==> config.mk <==
export PLATFORM = sky130hd
export DESIGN_NAME = alu_uop_decode_pipe
export DESIGN_NICKNAME = d
export VERILOG_FILES = /design/src/rtl/alu_uop_decode_pipe_pkg.sv /design/src/rtl/alu_uop_decode_pipe_lane_decode.sv /design/src/rtl/alu_uop_decode_pipe.sv
export SDC_FILE = /design/constraint.sdc
export NUM_CORES = 1
export LEC_CHECK = 0
export ABC_AREA = 1
export BUFFER_PORTS_ARGS = -buffer_cell sky130_fd_sc_hd__buf_2
export CORE_MARGIN = 2
export CORE_UTILIZATION = 25
export CTS_CLUSTER_DIAMETER = 30
export DETAILED_ROUTE_END_ITERATION = 12
export RECOVER_POWER = 25
export SYNTH_ARGS = -nofsm -noshare
export SYNTH_HDL_FRONTEND = slang
export SYNTH_SLANG_ARGS = --single-unit
export TNS_END_PERCENT = 100
==> constraint.sdc <==
create_clock -name clk -period 5.5 [get_ports clk]
set_input_delay 0.825 -clock clk [delete_from_list [all_inputs] [get_ports clk]]
set_output_delay 0.825 -clock clk [all_outputs]
set_load 0.1 [all_outputs]
==> src/rtl/alu_uop_decode_pipe_pkg.sv <==
// alu_uop_decode_pipe_pkg: shared opcode, control-code and class encodings for the ALU uop decoder
package alu_uop_decode_pipe_pkg;
    localparam logic [6:0] OPC_OP     = 7'b0110011;
    localparam logic [6:0] OPC_OP_IMM = 7'b0010011;
    localparam logic [6:0] F7_ZERO    = 7'b0000000;
    localparam logic [6:0] F7_ALT     = 7'b0100000;
    localparam logic [3:0] CTRL_NONE = 4'd0;
    localparam logic [3:0] CTRL_ADD  = 4'd1;
    localparam logic [3:0] CTRL_SUB  = 4'd2;
    localparam logic [3:0] CTRL_AND  = 4'd3;
    localparam logic [3:0] CTRL_OR   = 4'd4;
    localparam logic [3:0] CTRL_XOR  = 4'd5;
    localparam logic [3:0] CTRL_SLL  = 4'd6;
    localparam logic [3:0] CTRL_SRL  = 4'd7;
    localparam logic [3:0] CTRL_SRA  = 4'd8;
    localparam logic [3:0] CTRL_SLT  = 4'd9;
    localparam logic [3:0] CTRL_SLTU = 4'd10;
    localparam int CLS_ADD   = 0;
    localparam int CLS_LOGIC = 1;
    localparam int CLS_SHIFT = 2;
    localparam int CLS_CMP   = 3;
    localparam int EV_ILLEG  = 4;
    localparam int N_EV      = 5;
    typedef enum logic [1:0] {ST_EMPTY, ST_ONE, ST_FULL} skid_state_t;
    function automatic logic [3:0] ctrl_class(input logic [3:0] code);
        logic [3:0] c;
        c = '0;
        c[CLS_ADD]   = code inside {CTRL_ADD, CTRL_SUB};
        c[CLS_LOGIC] = code inside {CTRL_AND, CTRL_OR, CTRL_XOR};
        c[CLS_SHIFT] = code inside {CTRL_SLL, CTRL_SRL, CTRL_SRA};
        c[CLS_CMP]   = code inside {CTRL_SLT, CTRL_SLTU};
        return c;
    endfunction
endpackage

==> src/rtl/alu_uop_decode_pipe_lane_decode.sv <==
// alu_lane_decode: combinational decode of one RV32I OP/OP-IMM lane into ALU control and class
module alu_lane_decode
    import alu_uop_decode_pipe_pkg::*;
#(
    parameter int CTRL_W = 4
) (
    input  logic              lvalid,
    input  logic [6:0]        opcode,
    input  logic [2:0]        funct3,
    input  logic [6:0]        funct7,
    output logic [CTRL_W-1:0] ctrl,
    output logic [3:0]        cls,
    output logic              illeg,
    output logic              vld
);
    logic       is_op, is_imm, f7z, f7a, f7ok;
    logic [3:0] code;
    assign is_op  = opcode == OPC_OP;
    assign is_imm = opcode == OPC_OP_IMM;
    assign f7z    = funct7 == F7_ZERO;
    assign f7a    = funct7 == F7_ALT;
    // Immediate forms carry imm[11:5] in funct7, so only the shifts constrain it
    assign f7ok   = is_imm || f7z;
    always_comb begin
        code = CTRL_NONE;
        if (is_op || is_imm)
            case (funct3)
                3'd0:    code = f7ok ? CTRL_ADD : (is_op && f7a) ? CTRL_SUB : CTRL_NONE;
                3'd1:    code = f7z ? CTRL_SLL : CTRL_NONE;
                3'd2:    code = f7ok ? CTRL_SLT : CTRL_NONE;
                3'd3:    code = f7ok ? CTRL_SLTU : CTRL_NONE;
                3'd4:    code = f7ok ? CTRL_XOR : CTRL_NONE;
                3'd5:    code = f7z ? CTRL_SRL : f7a ? CTRL_SRA : CTRL_NONE;
                3'd6:    code = f7ok ? CTRL_OR : CTRL_NONE;
                default: code = f7ok ? CTRL_AND : CTRL_NONE;
            endcase
    end
    assign vld   = lvalid && code != CTRL_NONE;
    assign illeg = lvalid && code == CTRL_NONE;
    assign ctrl  = vld ? CTRL_W'(code) : '0;
    assign cls   = vld ? ctrl_class(code) : '0;
endmodule

==> src/rtl/alu_uop_decode_pipe.sv <==
// alu_uop_decode_pipe: multi-lane ALU uop decode behind a 2-entry skid buffer with saturating class counters
module alu_uop_decode_pipe
    import alu_uop_decode_pipe_pkg::*;
#(
    parameter int LANES  = 2,
    parameter int CTRL_W = 4,
    parameter int CNT_W  = 16
) (
    input  logic                    clk,
    input  logic                    reset,
    input  logic                    in_valid,
    output logic                    in_ready,
    input  logic [LANES-1:0]        in_lvalid,
    input  logic [7*LANES-1:0]      in_opcode,
    input  logic [3*LANES-1:0]      in_funct3,
    input  logic [7*LANES-1:0]      in_funct7,
    output logic                    out_valid,
    input  logic                    out_ready,
    output logic [LANES-1:0]        out_lvalid,
    output logic [CTRL_W*LANES-1:0] out_ctrl,
    output logic [4*LANES-1:0]      out_class,
    output logic [LANES-1:0]        out_illeg,
    output logic [CNT_W-1:0]        cnt_add,
    output logic [CNT_W-1:0]        cnt_logic,
    output logic [CNT_W-1:0]        cnt_shift,
    output logic [CNT_W-1:0]        cnt_cmp,
    output logic [CNT_W-1:0]        cnt_illeg
);
    localparam int EW = LANES * (CTRL_W + 6);
    localparam int CW = $clog2(LANES + 1);
    localparam int SW = CNT_W + CW;

    logic [LANES-1:0]        dec_vld, dec_illeg;
    logic [CTRL_W*LANES-1:0] dec_ctrl;
    logic [4*LANES-1:0]      dec_cls;
    logic [N_EV-1:0]         ev [LANES];

    for (genvar i = 0; i < LANES; i++) begin : g_lane
        alu_lane_decode #(.CTRL_W(CTRL_W)) u_dec (
            .lvalid (in_lvalid[i]),
            .opcode (in_opcode[7*i +: 7]),
            .funct3 (in_funct3[3*i +: 3]),
            .funct7 (in_funct7[7*i +: 7]),
            .ctrl   (dec_ctrl[CTRL_W*i +: CTRL_W]),
            .cls    (dec_cls[4*i +: 4]),
            .illeg  (dec_illeg[i]),
            .vld    (dec_vld[i])
        );
        assign ev[i] = {dec_illeg[i], dec_cls[4*i +: 4]};
    end

    logic [EW-1:0] din;
    logic [EW-1:0] ent_q [2];
    skid_state_t   state_q, state_d;
    logic          push, pop, in_ready_q;

    assign din       = {dec_vld, dec_ctrl, dec_cls, dec_illeg};
    assign in_ready  = in_ready_q;
    assign out_valid = state_q != ST_EMPTY;
    assign push      = in_valid && in_ready_q;
    assign pop       = out_valid && out_ready;
    assign {out_lvalid, out_ctrl, out_class, out_illeg} = ent_q[0];

    always_comb begin
        state_d = state_q;
        case (state_q)
            ST_EMPTY: state_d = push ? ST_ONE : ST_EMPTY;
            ST_ONE:   state_d = (push && !pop) ? ST_FULL : (pop && !push) ? ST_EMPTY : ST_ONE;
            ST_FULL:  state_d = pop ? ST_ONE : ST_FULL;
            default:  state_d = ST_EMPTY;
        endcase
    end

    // in_ready is a flop of the next occupancy so out_ready never reaches it combinationally
    always_ff @(posedge clk) begin
        if (reset) begin
            state_q    <= ST_EMPTY;
            in_ready_q <= 1'b1;
            ent_q[0]   <= '0;
            ent_q[1]   <= '0;
        end else begin
            state_q    <= state_d;
            in_ready_q <= state_d != ST_FULL;
            if (state_q == ST_FULL && pop) ent_q[0] <= ent_q[1];
            if (push && (state_q == ST_EMPTY || pop)) ent_q[0] <= din;
            if (push && state_q == ST_ONE && !pop) ent_q[1] <= din;
        end
    end

    logic [CW-1:0]    n_ev  [N_EV];
    logic [SW-1:0]    sum   [N_EV];
    logic [CNT_W-1:0] cnt_d [N_EV];
    logic [CNT_W-1:0] cnt_q [N_EV];

    always_comb begin
        for (int k = 0; k < N_EV; k++) begin
            n_ev[k] = '0;
            for (int l = 0; l < LANES; l++) n_ev[k] = n_ev[k] + CW'(ev[l][k]);
            sum[k]   = SW'(cnt_q[k]) + SW'(n_ev[k]);
            cnt_d[k] = |sum[k][SW-1:CNT_W] ? {CNT_W{1'b1}} : sum[k][CNT_W-1:0];
        end
    end

    always_ff @(posedge clk) begin
        for (int k = 0; k < N_EV; k++)
            if (reset) cnt_q[k] <= '0;
            else if (push) cnt_q[k] <= cnt_d[k];
    end

    assign cnt_add   = cnt_q[CLS_ADD];
    assign cnt_logic = cnt_q[CLS_LOGIC];
    assign cnt_shift = cnt_q[CLS_SHIFT];
    assign cnt_cmp   = cnt_q[CLS_CMP];
    assign cnt_illeg = cnt_q[EV_ILLEG];
endmodule
# After elaboration in Yosys (flattened, before gate mapping)
# Memories as Yosys holds them, arrays and structs flattened.
# Index checks and enable logic that the tools add are counted.
[totals] input_bits=40 ramBits=120 mem_count=2 register_bits=3
[memory_table] memory="cnt_q" depth=5 width=16 rd=5 rd_ports_with_merged_regs=0 wr=5 line_no="alu_uop_decode_pipe.sv:93" rtl="logic [CNT_W-1:0] cnt_q [N_EV];"
[memory_table] memory="ent_q" depth=2 width=20 rd=2 rd_ports_with_merged_regs=0 wr=2 line_no="alu_uop_decode_pipe.sv:53" rtl="logic [EW-1:0] ent_q [2];"
[classes] n_mux=60 reduce_logical=44 add_sub_neg=10 n_eq_ne=41 bitwise=8
[ops] cell="two-way mux 16 bit" count=10
[ops] cell="adder 16 x 2 -> 17 bit" count=5
[ops] cell="two-way mux 4 bit" count=16
[ops] cell="two-way mux 20 bit" count=3
[ops] cell="one-hot mux 4 bit (7 select lines)" count=2
[ops] cell="equality test 4 x 3 -> 1 bit (second input constant)" count=8
[ops] cell="equality test 7 x 6 -> 1 bit (second input constant)" count=4
[ops] cell="equality test 4 bit (second input constant)" count=6
[ops] cell="equality test 3 bit (second input constant)" count=6
[ops] cell="two-way mux 3 bit" count=6
[ops] cell="equality test 4 x 2 -> 1 bit (second input constant)" count=4
[ops] cell="two-way mux 1 bit" count=16
[ops] cell="equality test 7 x 5 -> 1 bit (second input constant)" count=2
[ops] cell="logical AND 1 bit" count=14
[ops] cell="logical NOT 7 bit" count=2
[ops] cell="equality test 3 x 2 -> 1 bit (second input constant)" count=4
[ops] cell="two-way mux 2 bit" count=6
[ops] cell="nonzero test 3 bit" count=4
[ops] cell="adder 1 x 1 -> 2 bit" count=5
[ops] cell="nonzero test 2 bit" count=5
[ops] cell="OR reduction 2 bit" count=5
[ops] cell="equality test 4 x 1 -> 1 bit (second input constant)" count=2
[ops] cell="logical NOT 4 bit" count=2
[ops] cell="OR 1 bit" count=8
[ops] cell="other kinds (10)" count=18

# Longest topological paths before layout
# Gate-level depths: netlist of the first run.
[logic_depth] word_depth=14 mapped_depth=26 depth_no_buf=26

# By module
# A second synthesis of the first run with hierarchy kept.
[unflattened] cells_unflattened=1101 hier_area_um2=8343.0
[by_module_without_submodules] mod="alu_uop_decode_pipe" area_per_inst_um2=7287.0 instances=1 cells_per_inst=885 seq_area_each_um2=3663.5
[by_module_without_submodules] mod="alu_lane_decode" area_per_inst_um2=528.0 instances=2 cells_per_inst=108 seq_area_each_um2=0.0

# Least setup slack after synthesis of the first run
# Ideal clock, no wire load.
[synth_path] path_type="input to register" start="input in_opcode[3]" end="memory cnt_q[3][12], data pin" path_buffers=0 slack_ns=1.790 required_ns=5.245 stages=22 arrival_ns=3.455 path_cell_list="inv_1 > nand2_2 > nor3_4 > inv_2 > a31oi_2 > nand2_2 > nand2_4 > nor2_4 > nor2_8 > nand2_4 > fa_1 > inv_1 > ha_1 > nand2_1 > nor2_1 > nand2_1 > inv_1 > nand4_1 > nor2_2 > xor2_1 > o21ai_0 > inv_1"
[synth_rtl] item="start: declaration" line_no="alu_uop_decode_pipe.sv:14" rtl="input logic [7*LANES-1:0] in_opcode,"
[synth_rtl] item="end: declaration" line_no="alu_uop_decode_pipe.sv:93"

==> results of run 1 <==
## critical path, delay by kind of cell
family,cells,cell delay (ns)
buffers and inverters,8,0.68
and+or+nand+nor,11,1.60
adders and majority gates,2,0.57
AOI/OAI and AO/OA,3,0.45
## path summary, 6_finish.rpt
path | slack (ns) | cells past startpoint | endpoint | start
worst max register to register | 2.76 | 10 | ent_q[0][2] | in_ready
worst min-delay path | 0.56 | 2 | state_q[1] | state_q[1]
worst min register to register | 0.56 | 2 | state_q[1] | state_q[1]
worst max-delay path | 1.68 | 24 | cnt_q[1][10] | in_opcode[3]
## area by class of cell
| cell class | instances | area, um^2 |
|---|---|---|
| multi-input cells | 544 | 3070 |
| clock buffers | 17 | 425 |
| inverters | 142 | 536 |
| flip-flops and latches | 123 | 3660 |
| repair buffers | 145 | 674 |
| well taps | 390 | 488 |
| clock inverters | 15 | 156 |
| fillers | 3140 | 20500 |
## cell families (layout without fill, tap and decap cells)
logic type | after synthesis | count (layout) | share of synthesized area
simple gates | 360 | 360 | 0.238
compound gates | 131 | 131 | 0.0996
flops | 123 | 123 | 0.489
xor+xnor | 42 | 42 | 0.0491
fa+ha+maj | 11 | 11 | 0.0234
buf+inv | 176 | 319 | 0.101
## routing by layer
layer,track usage,vias up
met5,0,-
met4,0.0320,0
met3,0.0318,16
met2,0.191,141
met1,0.159,2771
li1,-,3015
## stage by stage
stage | utilization | hold slack [ns] | worst slack [ns] | total power [W]
global placement | 0.288 | 0.527 | 1.27 | 0.00183
finish | 0.305 | 0.560 | 1.68 | 0.00293
floorplan | - | 0.498 | 1.79 | 0.00173
detailed placement | 0.288 | 0.543 | 1.22 | 0.00183
CTS | 0.307 | 0.555 | 1.68 | 0.00297
global route | 0.305 | 0.585 | 1.30 | 0.00304
## flip-flops by register name (all words and copies together) (netlist names)
register	count
in_ready	1
state_q	2
ent_q	40
cnt_q	80
## cells in the mapped netlist (all sizes together)
| master | count |
|---|---|
| a211oi | 1 |
| a21oi | 75 |
| a221oi | 3 |
| a31oi | 5 |
| and3 | 3 |
| buf | 26 |
| clkbuf | 8 |
| clkinv | 1 |
| dfxtp | 3 |
| edfxtp | 120 |
| fa | 5 |
| ha | 6 |
| inv | 141 |
| nand2 | 167 |
| nand3 | 54 |
| nand3b | 3 |
| nand4 | 7 |
| nor2 | 106 |
| nor3 | 16 |
| nor3b | 2 |
| o21a | 1 |
| o21ai | 42 |
| o22ai | 1 |
| o31ai | 3 |
| or2 | 1 |
| or3 | 1 |
| xnor2 | 9 |
| xor2 | 33 |
## power by group through the flow
| stage | clock network (W) | logic (W) | registers, W |
|---|---|---|---|
| after floorplan | 0 | 0.000254 | 0.00147 |
| after global placement | 0 | 0.000653 | 0.00118 |
| after detailed placement | 0 | 0.000655 | 0.00118 |
| after CTS | 0.00115 | 0.000657 | 0.00116 |
| after global routing | 0.00119 | 0.000677 | 0.00117 |
| final | 0.00113 | 0.000642 | 0.00116 |
==> impl_results.md, run 1 <==
* Outcome: finished, violations left
* Failing checks: max-capacitance violations, max-slew violations
* Startpoint type of the worst setup path: input pin
* Initial antenna violation count at 0
* Synthesized net count at 894
* CTS tree: built
* Input/output buffers at 141
* Worst Path Arrival at 4.11 ns
* Max Cap Viol at 1
* Resized Gates After CTS at 0
* Nets at 1,024
* Post-Syn Area at 7490 um^2
* Initial Util at 0.253
* Vias at 5,943
* Cell taking the most area after synthesis: edfxtp_1
* Routed Antenna Nets at 0
* IO Pins at 142
* Crit path cell chain: buf_2 -> inv_1 -> nand2_2 -> nor3_4 -> inv_2 -> a21oi_2 -> nand2_2 -> clkinv_1 -> nand2_1 -> o21ai_1 -> nand2_2 -> fa_1 -> inv_1 -> ha_1 -> nand3_1 -> nor2_1 -> nand3_1 -> nor3_2 -> nand2_2 -> inv_2 -> nand2_2 -> inv_2 -> o21ai_0 -> inv_1
* Rows at 63
* Met2 routed wirelength at 8350 um
* Most frequent CP cell: nand2_2
* Worst Path Max Fanout at 10
* Hold WC Path Type: reg -> reg
* Clock power share at 0.385
* Switching Fraction at 0.376
* Die height at 177 um
* Share of layout cells above drive strength 1 at 0.219
* Worst-Skew Late Latency at 0.42 ns
* DP HPWL at 13,400 um
* Final cell count without fillers at 1,376
* Most frequent cells in the layout: nand2_1 (139), inv_1 (131), edfxtp_1 (120)
* Max Fclk at 262 MHz
* WL per Instance at 13.3 um
* Worst IR Drop VDD at 0.000164 V
* CTS Buffer Depth at 2
* CTS Hold Bufs at 0
* Synth-to-layout area growth at 20.4%
* Commonest non-fill, non-tap cell in the layout: nand2_1
* Top-area cell type share of the netlist area at 0.481
* Ant diodes at 0
* Drt via density at 4.32
* Post-CTS Setup Inserts at 0
* DRT iter0 DRCs at 358
* CP endpoint kind: register
* Hold Fails Final Rpt at 0
* Die area at 31,300 um^2
* Final Skew at 0.0126 ns
* P_int at 0.00183 W
* Sequential share of power at 0.396
* RSZ-0062 raised after global routing: false
* Cell variety after synth at 46
* Worst path slowest cell: fa_1
* Gr usage total at 0.119
* P_leak at 3.97 nW
* TritonCTS Buffers at 17
* Final min period at 3.82 ns
* Critical Path RT at 5.79 ns
* Crit path largest cell delay at 0.39 ns
* Dpl cell area at 8500 um^2
* FF+latch count, synth at 123
* Seq/Total Area, Yosys at 0.489
* Slew Limit Fails at 36
* Comb pwr share at 0.219
* Setup Crit Path Kind: in -> reg
* Final GP Congestion at 0.823
* Ys Warns at 0
* Post-route cell area at 9010 um^2
* Fin crit share at 0.695
* Core ar. at 29,600 um^2
* Die width at 177 um
* CTS root buffer: clkbuf_16
* H-Tree Depth at 4
* Vias in the first global route at 5,758
* First-pass GRT wire length at 29,500 um
* Largest net degree at the start of global routing at 61
* Max-slew headroom at -0.0769
* Drc violations at 0
* Final setup viols at 0
* Metal3 WL at 1080 um
* WL final at 18,300 um
* Sink Count at 123
* Synth Instances at 843
* Met1 wire length at 8650 um
* Worst-path clk slew at 0.06 ns
* Final TNS setup at 0 ns
* Power per cell area at 325 nW/um^2
* 1st-pass router iterations at 5
* Worst Max-Slew Pin Slew at 1.61 ns
* Sw Pwr at 0.00110 W
* Top Layer Used: met4
* Synthesized area per cell at 8.88 um^2
* Gr ovfl total at 0
* Dpl cells at 1,344
* Synth area leaders: edfxtp_1 (48%), nand2_1 (7.0%), inv_1 (6.6%)
Power figures use the tool's default switching activity.
==> run 2, diff against run 1 <==
==> constraint.sdc (replaced) <==
create_clock -name clk -period 3.5 [get_ports clk]
set_input_delay 0.525 -clock clk [delete_from_list [all_inputs] [get_ports clk]]
set_output_delay 0.525 -clock clk [all_outputs]
set_load 0.1 [all_outputs]
==> run 2 against run 1 <==
Effect of this change: the run now ends clean; critical path depth grew 3; first-iteration DRC count shrank 4.5%; die area is the same; clock power grew 68%; via count grew 5.8%; clock-buffer cell count is the same; combinational power grew 64%; sequential share of layout area shrank 4.6 points; hold slack lost 0.22 ns; largest cell class unchanged; highest routed layer unchanged.
==> impl_results.md, run 2 (synthesis gave the netlist of run 1 again) <==
* Power per cell area at 470 nW/um^2 (+45%)
* Core ar. at 29,600 um^2 (unchanged)
* Fin crit share at 0.943
* Commonest non-fill, non-tap cell in the layout: buf_2
* Largest reg by FF count: cnt_q
* CTS tree: built
* Largest register FFs at 80 (unchanged)
* Max-slew headroom at 0.197 (+0.274)
* Worst Path Arrival at 3.57 ns (-0.54 ns)
* Sink Count at 123 (unchanged)
* Dpl cell area at 9110 um^2 (+7.2%)
* Initial antenna violation count at 0 (unchanged)
* Hold WC Path Type: in -> reg
* Worst-path clk slew at 0.06 ns (about the same)
* Max Cap Viol at 0 (-1)
* Sw Pwr at 0.00173 W (+57%)
* Cell family with most CP delay: simple AND/OR/NAND/NOR gates
* CTS Buffer Depth at 2 (unchanged)
* Die width at 177 um (unchanged)
* DP HPWL at 13,600 um (+1.7%)
* Final TNS setup at 0 ns (unchanged)
* DRT iter0 DRCs at 342 (-4.5%)
* Share of layout cells above drive strength 1 at 0.389 (+0.170)
* P_int at 0.00305 W (+67%)
* Final setup viols at 0 (unchanged)
* P_leak at 4.71 nW (+19%)
* Vias at 6,287 (+5.8%)
* Most frequent CP cell: nand2_2
* Most frequent cells in the layout: buf_2 (138), nand2_1 (127), edfxtp_1 (120)
* Final hold slack at 0.337 ns (-0.223 ns)
* Worst Max-Slew Pin Slew at 1.21 ns (-0.402 ns)
* Vias in the first global route at 5,873 (+2.0%)
* RSZ-0062 raised after global routing: true
* Biggest regs: cnt_q x80, ent_q x40, state_q x2
* Slew Limit Fails at 0 (-100%)
* WL per Instance at 13.0 um (-1.9%)
* Post-route setup slack at 0.199 ns (-1.48 ns)
* GR Layer Usage met3 at 0.0305 (-0.00129)
* Synth-to-layout area growth at 35.8%
* Worst path slowest cell: fa_1
* Gr ovfl total at 0 (unchanged)
* Post-route cell area at 10,200 um^2 (+13%)
* Startpoint type of the worst setup path: input pin
* Final min period at 3.30 ns
* Drc violations at 0 (unchanged)
* Comb pwr share at 0.221 (+0.002)
* Worst IR Drop VDD at 0.000271 V (+66%)
* Worst Path Max Fanout at 10 (unchanged)
* Hold Fails Final Rpt at 0 (unchanged)
* Met1 GRT Util at 0.156 (-0.00230)
* IO Pins at 142 (unchanged)
* Outcome: complete, no violations
* Gr usage total at 0.120 (+0.000178)
* Worst-Skew Late Latency at 0.42 ns (about the same)
* Clock power share at 0.398 (+0.013)
* First-pass GRT wire length at 29,700 um (+0.61%)
* Crit path largest cell delay at 0.40 ns (about the same)
* Final GP Congestion at 0.828 (+0.67%)
* Die area at 31,300 um^2 (unchanged)
* Final Skew at 0.0122 ns (-0.000448 ns)
* Sequential share of power at 0.381 (-0.015)
* Ant diodes at 0 (unchanged)
* Place WS at -0.431 ns (-1.66 ns)
* GRT Max-Usage Layer: met2
* Critical Path RT at 3.77 ns (-2.02 ns)
* CTS root buffer: clkbuf_16
* Rows at 63 (unchanged)
* H-Tree Depth at 4 (unchanged)
* CP endpoint kind: register
* TritonCTS Buffers at 17 (unchanged)
* Nets at 1,119 (+9.3%)
* Worst Path Buf+Inv at 6 (-2)
* Routed Antenna Nets at 0 (unchanged)
* Largest net degree at the start of global routing at 60 (-1.6%)
* GRT met2 Usage at 0.199 (+0.00762)
* Initial Util at 0.253 (unchanged)
* Switching Fraction at 0.362 (-0.0133)
* Input/output buffers at 141 (unchanged)
* Max Fclk at 303 MHz
* Die height at 177 um (unchanged)
* Drt via density at 4.27 (-1.0%)
* 1st-pass router iterations at 4 (-1)
* WL final at 19,200 um (+4.8%)
* Setup Crit Path Kind: in -> reg
run 2: changes by cell type in the layout (fill, tap and decap cells not counted), sizes merged:
cell,change
inv,+2
bufinv,+2
clkbuf,-45
clkinvlp,-2
clkinv,-1
buf,+138
nand3,+1
run 2: power groups by stage:
stage          Clock, W  Combinational (W)  Sequential (W)
2_1_floorplan         0           0.000399         0.00231
3_3_place_gp          0            0.00104         0.00184
3_5_place_dp          0            0.00105         0.00184
4_1_cts         0.00194            0.00105         0.00181
5_1_grt         0.00200            0.00111         0.00184
6_report        0.00190            0.00105         0.00182
run 2: metrics by stage:
stage	util	instances	total power, W
finish	0.344	1471	0.00478
detailed placement	0.308	1424	0.00289
global route	0.344	1471	0.00494
CTS	0.329	1456	0.00480
floorplan	-	843	0.00271
global placement	0.308	1424	0.00289
run 2: path summary, 6_finish.rpt:
kind / to / startpoint / slack, ns / cells after the start
min reg2reg: state_q[1] / state_q[1] / 0.54 / 2
max: cnt_q[1][7] / in_funct7[1] / 0.20 / 27
min: state_q[0] / reset / 0.34 / 2
max reg2reg: cnt_q[2][0] / cnt_q[2][0] / 1.04 / 12
run 2: metal layers:
metal | vias up | wire length [um]
met2 | 108 | 9100
met5 | - | 0
met3 | 11 | 881
met4 | 0 | 141
li1 | 3212 | -
met1 | 2956 | 9030
run 2: repair_timing:
action | CTS | global route
resized for setup | 0 | 98
hold buffers | 0 | 0
buffers inserted | 0 | 14
setup endpoints to repair | 0 | 71
run 2: worst register-to-register path: stages (launching register included):
cell,delay [ns]
edfxtp_1,0.38
inv_1,0.09
fa_2,0.39
inv_2,0.09
ha_4,0.13
nand2_1,0.06
nor3b_2,0.28
nand3_1,0.15
nor3_2,0.14
nand3_2,0.13
nor2_4,0.17
clkinvlp_4,0.15
a21oi_1,0.14
run 2: cell type report:
| class | count | area [um^2] |
|---|---|---|
| sequential | 123 | 3660 |
| multi-input combinational | 545 | 3410 |
| fill | 3077 | 19400 |
| clock inverter | 15 | 198 |
| inverter | 142 | 546 |
| timing repair inverter | 1 | 7.51 |
| tap | 390 | 488 |
| clock buffer | 17 | 425 |
| timing repair buffer | 238 | 1430 |
==> run 3, diff against run 2 <==
--- a/config.mk
+++ b/config.mk
@@ -7,10 +7,12 @@
 export LEC_CHECK = 0
 export ABC_AREA = 1
 export BUFFER_PORTS_ARGS = -buffer_cell sky130_fd_sc_hd__buf_2
+export CAP_MARGIN = 20
 export CORE_MARGIN = 2
-export CORE_UTILIZATION = 25
+export CORE_UTILIZATION = 51
 export CTS_CLUSTER_DIAMETER = 30
 export DETAILED_ROUTE_END_ITERATION = 12
+export PLACE_DENSITY = 0.77
 export RECOVER_POWER = 25
 export SYNTH_ARGS = -nofsm -noshare
 export SYNTH_HDL_FRONTEND = slang
==> run 3 against run 2 <==
Effect of this change: the run now ends with max-capacitance violations, max-slew violations left; maximum frequency increased by 1.4%; register-to-register slack got worse by 0.21 ns; final cell count is 15% lower; sequential cell count is the same; first-iteration DRC count is 7.0% higher; routed wire length is 8.7% lower; setup slack gained 0.046 ns; clock skew down 0.0062 ns; hold slack worse by 0.018 ns; utilization is 32 points higher; critical endpoint is now cnt_q[1][10]; largest cell class unchanged; largest power group is now registers; highest routed layer unchanged.
==> impl_results.md, run 3 (synthesis gave the netlist of run 1 again) <==
* Outcome: finished, violations left
* Final setup viols at 0 (unchanged)
* Final hold slack at 0.320 ns (-0.0179 ns)
* GRT Max-Usage Layer: met2
* Commonest non-fill, non-tap cell in the layout: buf_2
* Final GP Congestion at 0.900 (+8.7%)
* Ant diodes at 0 (unchanged)
* CTS tree: built
* IO Pins at 142 (unchanged)
* Most frequent cells in the layout: buf_2 (139), nand2_1 (130), inv_1 (124)
* Post-route cell area at 9620 um^2 (-5.4%)
* Max-slew headroom at -0.209 (-0.407)
* Worst path slowest cell: fa_2
* Worst IR Drop VDD at 0.000312 V (+15%)
* Largest reg by FF count: cnt_q
* Routed Antenna Nets at 0 (unchanged)
* Max Fclk at 307 MHz (+1.4%)
* CTS root buffer: clkbuf_16
* H-Tree Depth at 4 (unchanged)
* Met1 GRT Util at 0.285 (+0.128)
* P_leak at 4.61 nW (-2.0%)
* First-pass GRT wire length at 28,300 um (-4.6%)
* Initial antenna violation count at 0 (unchanged)
* Largest register FFs at 80 (unchanged)
* Fillers at 1,157 (-62%)
* Worst-Skew Late Latency at 0.42 ns (about the same)
* WL final at 17,500 um (-8.7%)
* Hold WC Path Type: in -> reg
* Share of layout cells above drive strength 1 at 0.360 (-0.0291)
* Setup Crit Path Kind: in -> reg
* WL per Instance at 14.1 um (+7.9%)
* Slew Limit Fails at 72 (+72)
* Sink Count at 123 (unchanged)
* Rows at 44 (-30%)
* CP endpoint kind: register
* TritonCTS Buffers at 17 (unchanged)
* Input/output buffers at 141 (unchanged)
* CTS Hold Bufs at 0 (unchanged)
* Cell family with most CP delay: simple AND/OR/NAND/NOR gates
* Vias at 6,324 (+0.59%)
* Biggest regs: cnt_q x80, ent_q x40, state_q x2
* Startpoint type of the worst setup path: input pin
* GRT met2 Usage at 0.378 (+0.179)
* Power per cell area at 482 nW/um^2 (+2.6%)
* Gr usage total at 0.223 (+0.104)
* Drt via density at 5.08 (+19%)
* Final TNS setup at 0 ns (unchanged)
* Final min period at 3.26 ns (-0.0460 ns)
* Largest net degree at the start of global routing at 81 (+35%)
* Worst-path clk slew at 0.05 ns (about the same)
* Worst Path Max Fanout at 7 (-3)
* DP HPWL at 11,700 um (-14%)
* CTS Buffer Depth at 2 (unchanged)
* 1st-pass router iterations at 5 (+1)
* Die area at 15,700 um^2 (-50%)
* Core ar. at 14,400 um^2 (-51%)
* Gr ovfl total at 0 (unchanged)
* Dpl cell area at 8760 um^2 (-3.9%)
* Crit path largest cell delay at 0.35 ns (-0.05 ns)
* Max Cap Viol at 1 (+1)
* Initial Util at 0.519 (+0.266)
* Hold Fails Final Rpt at 0 (unchanged)
* Worst Path Buf+Inv at 6 (unchanged)
* Die width at 125 um (-29%)
* Synth-to-layout area growth at 28.5%
* Nets at 1,098 (-1.9%)
* Drc violations at 0 (unchanged)
* Fin crit share at 0.930 (-0.0131)
* Worst Max-Slew Pin Slew at 1.81 ns (+0.605 ns)
* Final Skew at 0.00601 ns (-0.00619 ns)
* DRT iter0 DRCs at 366 (+7.0%)
* Failing checks: max-capacitance violations, max-slew violations
* Critical Path RT at 3.67 ns (-0.10 ns)
* Worst Path Arrival at 3.43 ns (-0.14 ns)
* Vias in the first global route at 6,026 (+2.6%)
* GR Layer Usage met3 at 0.0449 (+0.0144)
* Die height at 125 um (-29%)
==> run 3: cell types whose count changed in the layout (fill, tap and decap cells not counted), moves of 3 or more <==
cell,delta
buf_4,-18
inv_1,+7
nand2_1,+3
inv_6,-9
clkinv_2,+5
clkbuf_8,+3
clkinvlp_4,-3
nor2_2,+3
inv_2,-8
ha_4,-3
==> run 3: worst paths after layout <==
| kind | to | slack [ns] | cells past startpoint | start |
|---|---|---|---|---|
| hold / removal | state_q[0] | 0.32 | 2 | reset |
| setup reg to reg | cnt_q[1][8] | 0.83 | 3 | in_ready |
| hold reg to reg | state_q[1] | 0.54 | 2 | state_q[1] |
| setup / recovery | cnt_q[1][10] | 0.24 | 25 | in_funct7[9] |
==> run 3: metal layers <==
metal  vias up  part of all wire
li1       3166                 -
met1      2958              0.43
met5         -                 0
met4         0             0.020
met2       172              0.50
met3        28             0.048
==> run 3: repair_timing <==
item                                    4_1_cts  5_1_grt
gates resized for setup                       0       74
buffers inserted                              0        4
endpoints found under the setup margin        0       50
==> run 3: cell type report <==
| cell class | instances | area [um^2] | area share |
|---|---|---|---|
| Sequential cell | 123 | 3660 | 0.381 |
| Clock inverter | 9 | 119 | 0.0124 |
| Multi-Input combinational cell | 544 | 3300 | 0.343 |
| Tap cell | 184 | 230 | 0.0239 |
| Inverter | 142 | 546 | 0.0567 |
| Clock buffer | 23 | 478 | 0.0497 |
| Timing Repair Buffer | 219 | 1290 | 0.134 |
==> run 3: metrics by stage <==
step,setup WS [ns],std cells,total power [W],utilization
finish,0.245,1244,0.00464,0.667
global route,-0.0317,1244,0.00479,0.667
CTS,0.102,1239,0.00465,0.649
detailed placement,-0.287,1207,0.00287,0.607
global placement,-0.190,1207,0.00286,0.607
floorplan,0.0901,843,0.00271,-
==> run 3: power by group <==
group | total (W) | switching (W) | internal, W
logic | 0.00103 | 0.000878 | 0.000156
clock network | 0.00178 | 0.000614 | 0.00117
registers | 0.00182 | 0.0000855 | 0.00174
total | 0.00464 | 0.00158 | 0.00306
